## config.mk

```make
export PLATFORM = sky130hd
export DESIGN_NAME = ntt_sequencer
export DESIGN_NICKNAME = d
export VERILOG_FILES = /design/src/rtl/ntt_sequencer.sv
export SDC_FILE = /design/constraint.sdc
export NUM_CORES = 1
export LEC_CHECK = 0
export CORE_MARGIN = 5
export CORE_UTILIZATION = 50
export DETAILED_ROUTE_END_ITERATION = 16
export DONT_BUFFER_PORTS = 1
export GPL_TIMING_DRIVEN = 1
export PLACE_DENSITY = 0.74
export SLEW_MARGIN = 10
export SYNTH_ARGS = -nofsm -noshare
export SYNTH_HDL_FRONTEND = slang
export SYNTH_SLANG_ARGS = --single-unit
```

## constraint.sdc

```tcl
create_clock -name i_clk -period 7.1 [get_ports i_clk]
set_clock_uncertainty 0.1 [all_clocks]
set_input_delay 1.42 -clock i_clk [delete_from_list [all_inputs] [get_ports i_clk]]
set_output_delay 1.42 -clock i_clk [all_outputs]
set_load 0.05 [all_outputs]
```

## src/rtl/ntt_sequencer.sv

```systemverilog
// ntt_sequencer: control FSM for an N-point Gentleman-Sande DIF NTT.
// It loads coefficients into RAM, issues every radix-2 butterfly stage by stage,
// and reads the results out in natural order by undoing the bit reversal.
// Latency: done is asserted 1 + N + LOGN*(N/2+BF_LAT) + N cycles after the start edge,
// assuming i_in_valid is held high during the load.
// Backpressure: none. i_in_valid low stalls the load. All other phases run
// without stalling, and i_start is ignored outside IDLE.
// Ports:
//   i_clk, i_rst (asynchronous, active-low), i_start, i_in_valid
//   o_load_we/o_load_addr                     : coefficient RAM write during LOAD
//   o_bf_valid/o_bf_addr_a/o_bf_addr_b/o_tw_idx : butterfly issue
//   o_wb_valid/o_wb_addr_a/o_wb_addr_b         : butterfly writeback, BF_LAT cycles after issue
//   o_out_valid/o_out_addr                     : readout RAM address
//   o_busy, o_done                             : status
module ntt_sequencer #(
  parameter int N      = 8,
  parameter int LOGN   = 3,
  parameter int BF_LAT = 2
) (
  input  logic            i_clk,
  input  logic            i_rst,
  input  logic            i_start,
  input  logic            i_in_valid,
  output logic            o_load_we,
  output logic [LOGN-1:0] o_load_addr,
  output logic            o_bf_valid,
  output logic [LOGN-1:0] o_bf_addr_a,
  output logic [LOGN-1:0] o_bf_addr_b,
  output logic [LOGN-2:0] o_tw_idx,
  output logic            o_wb_valid,
  output logic [LOGN-1:0] o_wb_addr_a,
  output logic [LOGN-1:0] o_wb_addr_b,
  output logic            o_out_valid,
  output logic [LOGN-1:0] o_out_addr,
  output logic            o_busy,
  output logic            o_done
);

  localparam int SW = $clog2(LOGN);
  localparam int WW = $clog2(BF_LAT + 1);
  localparam int TW = LOGN - 1;

  typedef enum logic [2:0] {S_IDLE, S_LOAD, S_CALC, S_WAIT, S_OUT, S_DONE} state_t;

  typedef struct packed {
    logic            vld;
    logic [LOGN-1:0] a;
    logic [LOGN-1:0] b;
  } wb_t;

  state_t          r_state, w_next;
  logic [LOGN-1:0] r_cnt;
  logic [LOGN-1:0] r_k;
  logic [SW-1:0]   r_s;
  logic [WW-1:0]   r_wcnt;
  wb_t             r_pipe [BF_LAT];

  logic            w_load_last, w_calc_last, w_wait_last, w_out_last, w_stage_last;
  logic [LOGN-1:0] w_half, w_j, w_g, w_a, w_b, w_rev;
  logic [TW-1:0]   w_tw;

  assign w_load_last  = (r_cnt == LOGN'(N - 1));
  assign w_out_last   = (r_cnt == LOGN'(N - 1));
  assign w_calc_last  = (r_k == LOGN'(N / 2 - 1));
  assign w_wait_last  = (r_wcnt == WW'(BF_LAT - 1));
  assign w_stage_last = (r_s == SW'(LOGN - 1));

  // Butterfly k of stage s: the group is g = k / half, and the offset within the group is j = k mod half.
  // Because half is a power of two, the divide and the modulo reduce to a shift and a mask.
  assign w_half = LOGN'(N >> (32'(r_s) + 32'd1));
  assign w_j    = r_k & (w_half - 1'b1);
  assign w_g    = r_k >> (LOGN - 1 - 32'(r_s));
  assign w_a    = (w_g << (LOGN - 32'(r_s))) | w_j;
  assign w_b    = w_a + w_half;
  assign w_tw   = TW'(w_j << r_s);

  // The DIF result sits in bit-reversed order, so the readout address is the counter bit-reversed.
  always_comb begin
    w_rev = '0;
    for (int i = 0; i < LOGN; i++) w_rev[i] = r_cnt[LOGN-1-i];
  end

  // State register
  always_ff @(posedge i_clk or negedge i_rst) begin
    if (!i_rst) r_state <= S_IDLE;
    else        r_state <= w_next;
  end

  // Next-state logic
  always_comb begin
    w_next = r_state;
    unique case (r_state)
      S_IDLE: if (i_start) w_next = S_LOAD;
      S_LOAD: if (i_in_valid && w_load_last) w_next = S_CALC;
      S_CALC: if (w_calc_last) w_next = S_WAIT;
      S_WAIT: if (w_wait_last) w_next = w_stage_last ? S_OUT : S_CALC;
      S_OUT:  if (w_out_last) w_next = S_DONE;
      S_DONE: w_next = S_IDLE;
      default: w_next = S_IDLE;
    endcase
  end

  // Output logic
  always_comb begin
    o_load_we   = 1'b0;
    o_load_addr = '0;
    o_bf_valid  = 1'b0;
    o_bf_addr_a = '0;
    o_bf_addr_b = '0;
    o_tw_idx    = '0;
    o_out_valid = 1'b0;
    o_out_addr  = '0;
    o_busy      = 1'b0;
    o_done      = 1'b0;
    unique case (r_state)
      S_IDLE: ;
      S_LOAD: begin
        o_busy      = 1'b1;
        o_load_we   = i_in_valid;
        o_load_addr = r_cnt;
      end
      S_CALC: begin
        o_busy      = 1'b1;
        o_bf_valid  = 1'b1;
        o_bf_addr_a = w_a;
        o_bf_addr_b = w_b;
        o_tw_idx    = w_tw;
      end
      S_WAIT: o_busy = 1'b1;
      S_OUT: begin
        o_busy      = 1'b1;
        o_out_valid = 1'b1;
        o_out_addr  = w_rev;
      end
      S_DONE: begin
        o_busy = 1'b1;
        o_done = 1'b1;
      end
      default: ;
    endcase
  end

  // Counters. Each counter is only advanced in the state that owns it.
  always_ff @(posedge i_clk or negedge i_rst) begin
    if (!i_rst) begin
      r_cnt  <= '0;
      r_k    <= '0;
      r_s    <= '0;
      r_wcnt <= '0;
    end else begin
      unique case (r_state)
        S_IDLE: if (i_start) r_cnt <= '0;
        S_LOAD: begin
          if (i_in_valid) begin
            r_cnt <= r_cnt + 1'b1;
            if (w_load_last) begin
              r_s <= '0;
              r_k <= '0;
            end
          end
        end
        S_CALC: begin
          r_k <= r_k + 1'b1;
          if (w_calc_last) r_wcnt <= '0;
        end
        S_WAIT: begin
          r_wcnt <= r_wcnt + 1'b1;
          if (w_wait_last) begin
            if (!w_stage_last) begin
              r_s <= r_s + 1'b1;
              r_k <= '0;
            end else begin
              r_cnt <= '0;
            end
          end
        end
        S_OUT: r_cnt <= r_cnt + 1'b1;
        default: ;
      endcase
    end
  end

  // The writeback pipe free-runs regardless of state, so the last issue of a stage
  // always drains during WAIT. Only reset clears it.
  always_ff @(posedge i_clk or negedge i_rst) begin
    if (!i_rst) begin
      for (int i = 0; i < BF_LAT; i++) r_pipe[i] <= '0;
    end else begin
      r_pipe[0] <= '{vld: o_bf_valid, a: o_bf_addr_a, b: o_bf_addr_b};
      for (int i = 1; i < BF_LAT; i++) r_pipe[i] <= r_pipe[i-1];
    end
  end

  assign o_wb_valid  = r_pipe[BF_LAT-1].vld;
  assign o_wb_addr_a = r_pipe[BF_LAT-1].a;
  assign o_wb_addr_b = r_pipe[BF_LAT-1].b;

endmodule
```

* After elaboration in Yosys (flattened, before gate mapping)
Cells that the tools add are included. W data, S select, Z words.
Storage, ports and cells: ROM bits 0, input port bits 4, output and inout bits 26, bits in writable memories 0, register bits after elaboration 27, memories 0, logic and storage cells 90, bits in latches 0
Operators by class: magnitude comparators 0, shift-type cells 4, multiplexer cells 34, add/sub/neg operators 9, bitwise gates (word level) 2, eq/ne operators 18, reduce and logical (&&, ||, !) cells 12, div/mod/pow operators 0, multiply operators 0
Operators with widths (count):
- $mux W3 | 18
- $shl A3 B32 Y3 | 1
- $shr A3 B32 Y3 | 1
- $reduce_and A5 Y1 | 4
- $ne A2 B2 Y1 const B | 9
- $pmux W3 S5 | 1
- $mux W2 | 6
- $pmux W3 S4 | 1
- $eq A3 B2 Y1 const B | 3
- $eq A3 B3 Y1 const B | 3
- $pmux W3 S3 | 1
- $pmux W2 S2 | 2
- $add A3 B1 Y3 const B | 2
- $sub A2 B2 Y3 const A | 2
- $mux W1 | 5
- $reduce_or A5 Y1 | 1
- $add A2 B1 Y2 const B | 2
- $reduce_bool A2 Y1 | 2
- $reduce_bool A4 Y1 | 1
- $shr A4 B3 Y3 const A | 1
- $add A2 B1 Y3 const B | 1
- $add A3 B3 Y3 | 1
- $and A3 B3 Y3 | 1
- $eq A3 B1 Y1 const B | 1
- other kinds (9) | 9

* Longest topological paths before layout
word-level depth 7, gate-level depth with buffers 12, mapped depth without buffers 11

* Worst setup path before layout
No wires, ideal clock.
kind register to output, from register r_s[0], to output o_bf_addr_b[2], arrival 2.720 ns, buffers on the path 1, setup slack 2.860 ns, stages on the path, launching flop included 11, required time 5.580 ns, path through dfrtp_1 -> buf_2 -> inv_1 -> ha_1 -> mux2i_1 -> or4_1 -> nand3_1 -> fa_1 -> xor2_1 -> xnor2_1 -> nor2_1
On the way: word-level cells in the longest chain between the ends 7, elaborated cells between the ends (all ways) 11, classes of those cells 5 x add/sub; 3 x shift; 1 x mux; 2 x bitwise
Ends and longest elaborated chain:
- from (decl) | line 54 | logic [SW-1:0] r_s;
- from (signal assigned) | line 170 | r_s <= r_s + 1'b1;
- $add A2 B1 Y3 | line 70 | assign w_half = LOGN'(N >> (32'(r_s) + 32'd1));
- $shr A4 B3 Y3 | line 70
- $sub A3 B1 Y3 | line 71 | assign w_j = r_k & (w_half - 1'b1);
- $and A3 B3 Y3 | line 71
- $or A3 B3 Y3 | line 73 | assign w_a = (w_g << (LOGN - 32'(r_s))) | w_j;
- $add A3 B3 Y3 (*) | line 74 | assign w_b = w_a + w_half;
- $mux W3 (*) | line 115 | unique case (r_state)
- to (decl) | line 28 | output logic [LOGN-1:0] o_bf_addr_b,
Mark *: on every way between the ends. The rest lies on a longest branch, timed or not.

* Final worst setup path
Same ends and word-level chain as after synthesis.

==> summary.md <==
| Metric | Value |
|---|---|
| PortBufs | `0` |
| Flop pwr share | `0.455` |
| Worst-case clock buffer depth | `2` |
| Clock share of power | `0.103` |
| Primary FF master, synth | `dfrtp_1` |
| WHS Path Cells | `0` |
| Final setup vio count | `0` |
| Max IR drop VDD | `162 µV` |
| Worst Setup End Kind | `primary output` |
| Post-synthesis mux area share | `0.0494` |
| P_int | `roughly 330 µW` |
| Critical Path Start Type | `flop` |
| Yosys warns | `0` |
| Net Count, Synth | `between 150 and 200` |
| Gpl congestion | `0.906` |
| Area share of xor/xnor cells in the synthesized design | `0.0234` |
| Fmax achieved | `approximately 0.21 GHz` |
| Overall Global Routing Usage | `0.132` |
| Initial DRC Count | `77` |
| #FFs+latches synth | `27` |
| Switch share | `0.506` |
| Cell area after synthesis | `1500 µm²` |
| Required time worst endpoint | `5.58 ns` |
| Psw | `335 µW` |
| Most frequent cells in the layout | `dfrtp_1 (27), nand2_1 (17), ha_1 (11)` |
| Die height | `roughly 65 µm` |
| Wire per inst | `15.1 µm` |
| Starting Density | `0.533` |
| CP Max Fanout | `12` |
| Die ar. | `4180 µm²` |
| Clock transition at the registers of the reported paths | `0.15 ns` |
| TritonCTS Sinks | `27` |
| IO Pins | `30` |
| Resized Gates After CTS | `0` |
| Die Span X | `about 65 µm` |
| Dpl cells | `165` |
| Worst Path Buf+Inv | `1` |
| Comb power frac | `0.442` |
| Core Rows | `19` |
| Crit-path cells | `inv_1 > ha_1 > mux2i_1 > or4_1 > nand3_1 > fa_1 > xor2_1 > xnor2_1 > nor2_1` |
| Largest net degree at the start of global routing | `28` |
| Hpwl dp | `1910 µm` |
| Final slew viol count | `0` |
| ANT nets after route | `0` |
| Post-CTS Setup Repair Bufs | `0` |
| DR vias/cell | `~5.6` |
| CTS tree | `yes` |
| Share of layout cells above drive strength 1 | `0.116` |
| Final Non-Filler Cells | `169` |
| Worst R2R Start | `r_s[0]` |
| Outcome | `complete, no violations` |
| R2R Path End | `r_pipe[9]` |
| Count of hold buffers inserted by post-cts repair | `0` |
| Fin util | `0.542` |
| Post-synthesis cell count | `143` |
| Max_slew headroom | `0.220` |
| Vias in the first global route | `about 900` |
| R2R depth | `9` |
| Worst-case hold path end point | `o_wb_addr_a[1]` |
| Largest delay share family, worst path | `simple AND/OR/NAND/NOR gates` |
| RSZ-0062 raised after global routing | `false` |
| Num CTS Buffers | `3` |
| Area growth, synth to finish | `1.67%` |
| Synth Area in Compound Gates | `0.0946` |
| WP depth | `9` |
| Total number of vias | `approximately 950` |
| Async SR Flop Fraction | `1.00` |
| Number of remaining DRC errors | `0` |
| Leak | `0.000736 µW` |
| Syn avg cell area | `approximately 10 µm²` |
| Setup Crit Path Kind | `reg2out` |
| Hold WS | `between 0.2 and 0.3 ns` |
| Adder-Cell Fraction of Synth Area | `0.105` |
| Fin. Hold Viols | `0` |
| Post-synth EDFFs | `0` |
| DP Area | `1490 µm²` |
| Worst Min Path Start | `r_pipe[11]` |
| Hold WC Path Type | `reg2reg` |
| Yosys cell types | `38` |
| H-Tree Depth | `1` |
| Clock latency on the worst-skew pair | `0.33 ns` |
| Global-route wire length before repair | `approximately 4400 µm` |
| Slew at the pin closest to its max-slew limit | `roughly 1.2 ns` |
| Final #Nets | `155` |
| Final wirelength | `2560 µm` |
| CP startpoint | `r_s[0]` |
| Total of max-cap violations | `0` |
| Worst EP arrival | `roughly 3.3 ns` |
| Post-route cell area | `1520 µm²` |
| Gr ovfl total | `0` |
| Min Tclk post-route | `4.84 ns` |
| Critical-path top delay cell | `nor2_1` |
| Power density cells | `roughly 440 nW/µm²` |
| Critical path's largest stage delay | `slightly above 0.7 ns` |
| Initial antenna violation count | `0` |
| Setup_tns | `0 ns` |
| Antenna cells | `0` |
| Core area | `2810 µm²` |
| Register area share after synthesis | `0.452` |
| Simple-Gate Fraction of Synth Area | `0.211` |
| Commonest non-fill, non-tap cell in the layout | `dfrtp_1` |
| R2r setup slk | `around 3.8 ns` |
| Fillers | `241` |
| Drt pass-1 iters | `4` |
| Fin crit share | `0.682` |
| Main combinational cell family by area after synthesis | `simple AND/OR/NAND/NOR gates` |
| Root buf cell | `clkbuf_4` |
==> flip-flops by register name, indices dropped and copies added, names as in the netlist <==
signal       cells
r_pipe           7
o_wb_addr_a      3
o_wb_addr_b      3
r_cnt            3
r_k              3
r_state          3
r_s              2
r_wcnt           2
o_wb_valid       1
==> how the worst max path moves through the flow <==
stage / end / slack (ns)
2_1_floorplan: o_bf_addr_b[2] / 2.86
3_3_place_gp: o_bf_addr_b[2] / 2.73
3_5_place_dp: o_bf_addr_b[2] / 2.62
4_1_cts: o_bf_addr_b[2] / 2.22
5_1_grt: o_bf_addr_b[2] / 2.03
6_report: o_bf_addr_b[2] / 2.26
==> cell usage after synthesis (all sizes together) (2+ instances only) <==
master,count,share of area
dfrtp,27,0.45
nand2,17,0.043
buf,11,0.047
ha,11,0.092
and2,8,0.033
inv,7,0.018
nor2,7,0.018
nor3,5,0.017
o21ai,5,0.017
mux2i,4,0.027
nand3,4,0.013
mux2,3,0.023
nand2b,3,0.013
xnor2,3,0.018
a21o,2,0.010
a21oi,2,0.0067
a22o,2,0.012
and3,2,0.0084
nor2b,2,0.010
nor3b,2,0.017
o2bb2ai,2,0.012
o31ai,2,0.013
==> metal layers <==
metal,global-route usage,up-vias,part of all wire
met3,0.0501,2,0.066
met5,0,-,0
met2,0.201,21,0.47
li1,-,475,-
met4,0.0343,0,0.0055
met1,0.178,456,0.45
==> logic make-up after synthesis <==
| group | count (synthesis) |
|---|---|
| flip-flops | 27 |
| AO/OA/AOI/OAI | 19 |
| multiplexers | 7 |
| AND/OR/NAND/NOR | 56 |
| buffers and inverters | 18 |
| XOR/XNOR | 4 |
| adder cells (fa/ha/maj) | 12 |
==> power by group through the flow <==
stage	Combinational (µW)	Clock [µW]	Sequential, µW
floorplan	317	0	241
global route	324	78.8	312
finish	293	68.4	302
detailed placement	294	0	306
CTS	295	70.7	302
global placement	284	0	302
==> area by class of cell <==
cell class / instances / area (µm²) / area share
repair buffers: 2 / 15.0 / 0.00988
clock buffers: 3 / 22.5 / 0.0148
multi-input cells: 98 / 734 / 0.483
clock inverters: 1 / 7.51 / 0.00494
well taps: 31 / 38.8 / 0.0255
inverters: 7 / 26.3 / 0.0173
flip-flops and latches: 27 / 676 / 0.444
==> stage by stage <==
stage               total power [µW]  worst slack, ns
floorplan                        558             2.86
global placement                 586             2.73
detailed placement               599             2.62
CTS                              668             2.22
global route                     715             2.03
finish                           663             2.26
Power figures use the tool's default switching activity.
